## src/rtl/atpg_bist_ctrl.sv

```systemverilog
// Logic-BIST session controller: seeds an LFSR pattern generator, runs N patterns,
// compacts circuit responses in a MISR and reports a pass/fail verdict.
module atpg_bist_ctrl #(
  parameter int W = 5
) (
  input  logic         clk,
  input  logic         rst,
  input  logic         start,
  input  logic         abort,
  input  logic [W-1:0] seed_in,
  input  logic [W-1:0] pat_count,
  input  logic [W-1:0] golden,
  input  logic [W-1:0] cut_resp,
  output logic         seed_load,
  output logic [W-1:0] seed_out,
  output logic         pattern_en,
  output logic         busy,
  output logic         done,
  output logic         pass,
  output logic [W-1:0] signature
);

  typedef enum logic [2:0] {S_IDLE, S_SEED, S_RUN, S_FLUSH, S_DONE} state_t;

  state_t       state_q, state_d;
  logic [W-1:0] seed_q, seed_d;
  logic [W-1:0] golden_q, golden_d;
  logic [W:0]   n_q, n_d;
  logic [W:0]   cnt_q, cnt_d;
  logic [W-1:0] misr_q, misr_d;
  logic         cap_en_q, cap_en_d;
  logic         seed_load_q, seed_load_d;
  logic [W-1:0] seed_out_q, seed_out_d;
  logic         pattern_en_q, pattern_en_d;
  logic         done_q, done_d;
  logic         pass_q, pass_d;
  logic [W-1:0] misr_upd;

  assign misr_upd = {misr_q[W-2:0], misr_q[W-1] ^ misr_q[1]} ^ cut_resp;

  always_comb begin
    state_d  = state_q;
    seed_d   = seed_q;
    golden_d = golden_q;
    n_d      = n_q;
    cnt_d    = cnt_q;
    misr_d   = misr_q;
    pass_d   = pass_q;
    cap_en_d = pattern_en_q;

    // Responses trail pattern_en by one cycle; cap_en lines the MISR up with them.
    if (cap_en_q && state_q != S_IDLE) misr_d = misr_upd;

    case (state_q)
      S_IDLE: begin
        if (start && !abort) begin
          seed_d   = seed_in;
          golden_d = golden;
          n_d      = (pat_count == '0) ? {1'b1, {W{1'b0}}} : {1'b0, pat_count};
          cnt_d    = '0;
          misr_d   = '0;
          pass_d   = 1'b0;
          state_d  = S_SEED;
        end
      end
      S_SEED: begin
        cnt_d   = '0;
        state_d = S_RUN;
      end
      S_RUN: begin
        cnt_d = cnt_q + (W+1)'(1);
        if (cnt_d == n_q) state_d = S_FLUSH;
      end
      S_FLUSH: begin
        state_d = S_DONE;
        pass_d  = (misr_d == golden_q);
      end
      S_DONE:  state_d = S_IDLE;
      default: state_d = S_IDLE;
    endcase

    // Abort freezes the signature and suppresses the verdict.
    if (abort && state_q != S_IDLE) begin
      state_d  = S_IDLE;
      misr_d   = misr_q;
      pass_d   = 1'b0;
      cap_en_d = 1'b0;
    end

    // Strobes come from the next state so they leave the flops glitch-free.
    seed_load_d  = (state_d == S_SEED);
    seed_out_d   = '0;
    if (state_d == S_SEED) seed_out_d = (seed_d == '0) ? W'(1) : seed_d;
    pattern_en_d = (state_d == S_RUN);
    done_d       = (state_d == S_DONE);
  end

  always_ff @(posedge clk or negedge rst) begin
    if (!rst) begin
      state_q      <= S_IDLE;
      seed_q       <= '0;
      golden_q     <= '0;
      n_q          <= '0;
      cnt_q        <= '0;
      misr_q       <= '0;
      cap_en_q     <= 1'b0;
      seed_load_q  <= 1'b0;
      seed_out_q   <= '0;
      pattern_en_q <= 1'b0;
      done_q       <= 1'b0;
      pass_q       <= 1'b0;
    end else begin
      state_q      <= state_d;
      seed_q       <= seed_d;
      golden_q     <= golden_d;
      n_q          <= n_d;
      cnt_q        <= cnt_d;
      misr_q       <= misr_d;
      cap_en_q     <= cap_en_d;
      seed_load_q  <= seed_load_d;
      seed_out_q   <= seed_out_d;
      pattern_en_q <= pattern_en_d;
      done_q       <= done_d;
      pass_q       <= pass_d;
    end
  end

  assign seed_load  = seed_load_q;
  assign seed_out   = seed_out_q;
  assign pattern_en = pattern_en_q;
  assign done       = done_q;
  assign pass       = pass_q;
  assign signature  = misr_q;
  assign busy       = (state_q != S_IDLE);

endmodule
```

## config.mk

```make
export PLATFORM = sky130hd
export DESIGN_NAME = atpg_bist_ctrl
export DESIGN_NICKNAME = d
export VERILOG_FILES = /design/src/rtl/atpg_bist_ctrl.sv
export SDC_FILE = /design/constraint.sdc
export NUM_CORES = 1
export LEC_CHECK = 0
export ABC_AREA = 1
export BUFFER_PORTS_ARGS = -buffer_cell sky130_fd_sc_hd__buf_2
export CAP_MARGIN = 20
export CORE_MARGIN = 1
export CORE_UTILIZATION = 50
export CTS_CLUSTER_DIAMETER = 200
export DETAILED_ROUTE_END_ITERATION = 7
export HOLD_SLACK_MARGIN = 0.08
export PLACE_DENSITY = 0.7
export SYNTH_ARGS = -nofsm -noshare
export SYNTH_HDL_FRONTEND = slang
export SYNTH_SLANG_ARGS = --single-unit
```

## constraint.sdc

```tcl
create_clock -name clk -period 1.9 [get_ports clk]
set_clock_uncertainty 0.1 [all_clocks]
set_input_delay 0.19 -clock clk [delete_from_list [all_inputs] [get_ports clk]]
set_output_delay 0.19 -clock clk [all_outputs]
set_load 0.05 [all_outputs]
```

==> results.ini, run 1 <==
[cells_and_area]
final_util_pct = 67.5
areaGrowthSynthToFinish_pct = 25.7
final_layout_size_suffix_gt1_share_pct = 17.1
fin_nets = 357
diodes = 0
multiInputGateArea_um2 = 812
instances_no_fill = 381
fillCellCount = 327
post-route-cell-area_um2 = 2550
seq_area_um2 = 1000

[clock_network]
cts_buffers = 5
clkSlewWorstSetupHoldPaths_ps = 70
ctsRootBufferMaster = clkbuf_8
postCtsSetupRepairBufs = 0
clkSinkCount = 40
insertion_delay_ps = 290
htreeDepth = 2
cts_max_path_buffers = 2
cts_tree = built

[synthesis]
synth-warning-count = 0
syn_avg_cell_area_um2 = 7.50
ys_ff_latch = 40
synth_fp_nets = 295
syn_inst = 270
netlist_area_um2 = 2030
ys_seq_area_share_pct = 49.4
synth_cell_types = 24

[timing]
tightest_slew_ps = 501
finalWorstSetupSlack_ps = 170
grt_setup_unrepaired = false
slew_headroom_pct = 66.6
hold_slack_ps = 90.8
hold_violations = 0
min_period_over_period_pct = 91.0
fin_setup_tns_ps = 0
fmaxAchievable_ghz = 0.578
period_needed_ps = 1730
setup_viol = 0
slew_viol_final = 0

[min_path]
hold-path-cell-count = 3
min_path_type = input pin to flip-flop

[worst_setup_path]
startpoint = abort
setup.worst_path.end = seed_out[0]$_DFF_PN0_
slowest_delay_ps = 530
rr_endpoint = state_q[0]$_DFF_PN0_
worstPathMaxFanout = 19
critical_path_required_ps = 2010
r2r-start = cnt_q[0]$_DFFE_PN0P_
worstSetupStartpointType = input pin
crit_type = input pin to flip-flop
arrival_ps = 1840
crit_path_top_delay_cell = dlygate4sd3_1
critPathCaptureType = flip-flop
regToRegSetupSlack_ps = 200
r2r_cells = 10
path_cells = dlygate4sd3_1 -> buf_2 -> nor2_1 -> nand2_4 -> inv_4 -> or2_1 -> o21ai_0 -> a21oi_1

[route]
detailroute.via_count = 1875
wl_mm = 4.43
dr.first_iter.drc_count = 142
viasPerCell = 4.92
drc_errors = 0
ant_nets = 0
first_pass_iters = 4
wl_per_cell_um = 11.6

[flow_run]
drv_cap = 0

[power_and_ir_drop]
power_mw = 2.88
clkPwrFrac_pct = 23.6
switching_share_pct = 39.5
leakagePower_nw = 1.40
p_int_mw = 1.74
p_switching_mw = 1.14
p_seq_share_pct = 39.9
ir_drop_uv = 575
power_frac_comb_pct = 36.5
p_per_area_nw_per_um2 = 1130

[grt]
antenna_found_initial = 0
grt_pass1_wl_mm = 7.94
first_global_vias = 1826
grt_max_degree = 23
overflow = 0
grt_usage_pct = 24.6

[floorplanning]
dieArea_um2 = 4310
fp.dieH_um = 65.7
rows = 22
io_pins = 39
die_w_um = 65.7
core_um2 = 3770
start_util_pct = 53.7

[place]
placed_cells = 357
finalWeightedCongestion = 0.806
place_ws_ps = 240
port_buffers = 38
hpwl_mm = 3.22
place_area_um2 = 2280

[run_status]
status = finished, final reports clean

-- how the worst min path moves through the flow --
stage                    start                   end  slack [ps]
floorplan                  rst    cap_en_q$_DFF_PN0_        -210
global placement           rst    n_q[1]$_DFFE_PN0P_          80
detailed placement         rst  cnt_q[1]$_DFFE_PN0P_          90
CTS                 seed_in[0]   seed_q[0]$_DFF_PN0_          90
global route        seed_in[0]   seed_q[0]$_DFF_PN0_         130
finish              seed_in[0]   seed_q[0]$_DFF_PN0_          90
-- cells by family (layout without fill, tap and decap cells) --
family | Yosys count | in the layout | share of synthesized area, %
simple gates | 147 | 147 | 30.9
buf+inv | 51 | 114 | 10.5
flops | 40 | 40 | 49.4
compound gates | 30 | 30 | 8.09
fa+ha+maj | 1 | 1 | 0.618
xor+xnor | 1 | 1 | 0.432
-- cells in the mapped netlist --
cell       n  area (um^2)
dfrtp_1   40         1000
nand3b_1   1         7.51
nand4_1    3         18.8
nand3_1   31          155
xnor2_1    1         8.76
inv_2      2         7.51
a21oi_1    3         15.0
a21boi_0   1         7.51
nand2_4    2         22.5
nand2_2    1         6.26
o22ai_1    6         37.5
nand2_1   82          308
o21ai_0   11         55.1
nor4_1     1         6.26
inv_1     45          169
inv_4      1         6.26
nor2_1    24         90.1
buf_4      1         7.51
a21oi_2    1         8.76
nor2_2     1         6.26
or2_1      1         6.26
ha_1       1         12.5
o21ai_1    8         40.0
buf_6      2         22.5
-- critical path, delay by kind of cell --
family          cells  cell delay (ps)
simple gates        3              540
buf+inv             3              840
compound gates      2              260
-- timing repair --
action | in CTS | in global routing
setup endpoints to repair | 0 | 1
gates resized for setup | 0 | 1
endpoints found under the hold margin | 39 | 0
hold buffers | 16 | 0
-- metal layers --
layer	GRT usage, %	share of wire [%]	up-vias
met5	0	0	-
met4	6.52	0.47	0
met3	5.38	4.3	2
met2	39.0	46	45
met1	33.9	49	859
li1	-	-	969
-- cell usage in the layout (no fill, tap or decap), types with 3 or more instances in the layout --
cell type / Yosys / routed
dlygate4sd3_1: 0 / 16
a21oi_1: 3 / 3
clkbuf_8: 0 / 5
nor2_1: 24 / 24
o21ai_0: 11 / 11
dfrtp_1: 40 / 40
nand4_1: 3 / 3
buf_4: 1 / 4
nand2_1: 82 / 82
o22ai_1: 6 / 6
buf_2: 0 / 38
inv_1: 45 / 45
nand3_1: 31 / 31
o21ai_1: 8 / 8
-- power groups by stage --
stage	clock (mW)	combinational, mW	sequential [mW]
2_1_floorplan	0	0.573	1.36
3_3_place_gp	0	1.01	1.16
3_5_place_dp	0	1.02	1.16
4_1_cts	0.693	1.05	1.15
5_1_grt	0.733	1.19	1.17
6_report	0.680	1.05	1.15
-- cell type report --
cell class	instances	area share [%]
Tap cell	48	2.36
Sequential cell	40	39.3
Clock inverter	2	1.38
Inverter	48	7.27
Multi-Input combinational cell	179	31.9
Clock buffer	6	2.85
Timing Repair Buffer	58	14.9
-- state kept, by name, indices dropped and copies added, names as in the netlist --
signal      count
cap_en_q        1
cnt_q           6
done            1
golden_q        5
n_q             6
pass            1
pattern_en      1
seed_load       1
seed_out        5
seed_q          5
signature       5
state_q         3
Note: power is estimated with default switching activity, not from simulation.
==> run 2: changes to the inputs <==
--- a/config.mk
+++ b/config.mk
@@ -10,6 +10,7 @@
 export CAP_MARGIN = 20
 export CORE_MARGIN = 1
 export CORE_UTILIZATION = 50
+export CTS_BUF_LIST = sky130_fd_sc_hd__clkbuf_4
 export CTS_CLUSTER_DIAMETER = 200
 export DETAILED_ROUTE_END_ITERATION = 7
 export HOLD_SLACK_MARGIN = 0.08
==> results.ini, run 2 (same netlist as run 1, synthesis figures left out) <==
[worst_setup_path]
arrival_ps = 1900  ; +60 ps
slowest_delay_ps = 530  ; about the same
r2r_cells = 10  ; unchanged
critPathCaptureType = flip-flop
crit_path_top_delay_cell = dlygate4sd3_1
critPathTopFamily = buffers and inverters
worstPathMaxFanout = 19  ; unchanged
worstSetupStartpointType = input pin
rr_endpoint = state_q[0]$_DFF_PN0_
r2r-start = cnt_q[0]$_DFFE_PN0P_
path_cells = dlygate4sd3_1 -> buf_2 -> nor2_1 -> nand2_4 -> inv_2 -> or2_1 -> o21ai_0 -> a21oi_1
regToRegSetupSlack_ps = 190  ; about the same
critical_path_required_ps = 2080  ; +70 ps
path_buf_inv = 3  ; unchanged
crit_type = input pin to flip-flop

[power_and_ir_drop]
clkPwrFrac_pct = 20.3  ; -3.3 points
p_switching_mw = 1.13  ; -0.77%
switching_share_pct = 40.8  ; +1.2 points
ir_drop_uv = 561  ; -2.5%
p_seq_share_pct = 41.5  ; +1.6 points
leakagePower_nw = 1.40  ; -0.36%
power_frac_comb_pct = 38.2  ; +1.7 points
p_int_mw = 1.64  ; -5.7%
p_per_area_nw_per_um2 = 1100  ; -3.0%

[timing]
fmaxAchievable_ghz = 0.581  ; +0.52%
hold_violations = 0  ; unchanged
tightest_slew_ps = 502  ; +0.134 ps
grt_setup_unrepaired = false
period_needed_ps = 1720  ; -8.88 ps
finalWorstSetupSlack_ps = 179  ; +8.88 ps
slew_headroom_pct = 66.6  ; about the same
setup_viol = 0  ; unchanged
fin_setup_tns_ps = 0  ; unchanged
slew_viol_final = 0  ; unchanged
min_period_over_period_pct = 90.6  ; -0.47 points

[route]
ant_nets = 0  ; unchanged
viasPerCell = 4.91  ; -0.31%
drc_errors = 0  ; unchanged
wl_per_cell_um = 11.8  ; +1.3%
dr.first_iter.drc_count = 101  ; -29%
first_pass_iters = 4  ; unchanged
detailroute.via_count = 1874  ; -0.053%
wl_mm = 4.50  ; +1.6%

[clock_network]
insertion_delay_ps = 340  ; +50 ps
cts_buffers = 5  ; unchanged
clkSinkCount = 40  ; unchanged
postCtsSetupRepairBufs = 0  ; unchanged
ctsRootBufferMaster = clkbuf_4
clkSlewWorstSetupHoldPaths_ps = 120  ; +50 ps
htreeDepth = 2  ; unchanged
cts_max_path_buffers = 2  ; unchanged
cts_tree = built

[place]
hpwl_mm = 3.22  ; unchanged
port_buffers = 38  ; unchanged
finalWeightedCongestion = 0.806  ; unchanged
place_ws_ps = 240  ; unchanged

[flow_run]
drv_cap = 0  ; unchanged

[floorplanning]
die_w_um = 65.7  ; unchanged
io_pins = 39  ; unchanged
dieArea_um2 = 4310  ; unchanged
core_um2 = 3770  ; unchanged
rows = 22  ; unchanged
start_util_pct = 53.7  ; unchanged
fp.dieH_um = 65.7  ; unchanged

[cells_and_area]
layout_common_cells = 82 x nand2_1, 45 x inv_1, 40 x dfrtp_1
fillCellCount = 337  ; +3.1%
diodes = 0  ; unchanged
fin_nets = 358  ; +0.28%
areaGrowthSynthToFinish_pct = 24.7
final_layout_size_suffix_gt1_share_pct = 17.4  ; +0.25 points
top_regs = cnt_q: 6 flops, n_q: 6 flops
final_common_cell = nand2_1

[grt]
antenna_found_initial = 0  ; unchanged
grt_usage_pct = 25.0  ; +0.41 points
grt_pass1_wl_mm = 8.00  ; +0.79%
grt_max_degree = 23  ; unchanged
overflow = 0  ; unchanged
first_global_vias = 1796  ; -1.6%

[min_path]
hold-path-cell-count = 5  ; +2
min_from = cut_resp[0]
hold_end = signature[0]$_DFFE_PN0N_
min_path_type = input pin to flip-flop

[run_status]
status = finished, final reports clean

-- run 2: changes by cell type in the layout (fill, tap and decap cells not counted) --
cell,before,now
dlygate4sd3_1,16,17
clkbuf_8,5,0
inv_4,2,1
clkbuf_1,1,0
inv_2,1,2
clkbuf_4,0,6
-- run 2: per-stage QoR --
step                power, mW  util (%)  hold WS, ps  area (um^2)  std cells
global route             2.99      67.0          228         2530        382
detailed placement       2.19      60.4         92.1         2280        357
global placement         2.17      60.4         79.9         2280        357
CTS                      2.78      67.0          192         2530        382
finish                   2.77      67.0          207         2530        382
floorplan                1.93         -         -206         2030        270
-- run 2: worst max-delay path by stage --
stage	start	endpoint	slack [ps]	depth (start not counted)
after floorplan	state_q[0]$_DFF_PN0_	seed_out[0]$_DFF_PN0_	380	8
after global placement	cnt_q[0]$_DFFE_PN0P_	state_q[0]$_DFF_PN0_	270	10
after detailed placement	cnt_q[0]$_DFFE_PN0P_	pattern_en$_DFF_PN0_	240	11
after CTS	abort	seed_out[0]$_DFF_PN0_	190	8
after global routing	cnt_q[0]$_DFFE_PN0P_	state_q[0]$_DFF_PN0_	20	10
final	abort	seed_out[0]$_DFF_PN0_	180	8
-- run 2: worst register-to-register path, delay by kind of cell (launching register included) --
kind | cells | cell delay [ps]
compound gates | 1 | 160
flops | 1 | 470
simple gates | 7 | 490
fa+ha+maj | 1 | 330
buf+inv | 1 | 80
-- run 2: routing by layer --
layer  share of wire (%)  GRT usage [%]
met1                  48           34.8
met2                  46           38.6
met3                 5.2           5.90
met4                0.84           7.34
met5                   0              0
-- run 2: cell type report --
type | count | area, um^2 | share of cell area (%)
Tap cell | 48 | 60.1 | 2.38
Timing Repair Buffer | 59 | 390 | 15.5
Clock inverter | 2 | 35.0 | 1.39
Multi-Input combinational cell | 179 | 812 | 32.1
Inverter | 48 | 183 | 7.23
Clock buffer | 6 | 45.0 | 1.78
Sequential cell | 40 | 1000 | 39.6
-- run 2: power groups by stage --
stage	Clock, mW	Combinational (mW)	Sequential (mW)
floorplan	0	0.573	1.36
global placement	0	1.01	1.16
detailed placement	0	1.02	1.16
CTS	0.578	1.06	1.15
global route	0.623	1.19	1.17
finish	0.561	1.06	1.15
-- run 2: repair_timing --
item | CTS | global route
endpoints found under the hold margin | 41 | 0
gates resized for setup | 0 | 0
hold buffers | 17 | 0
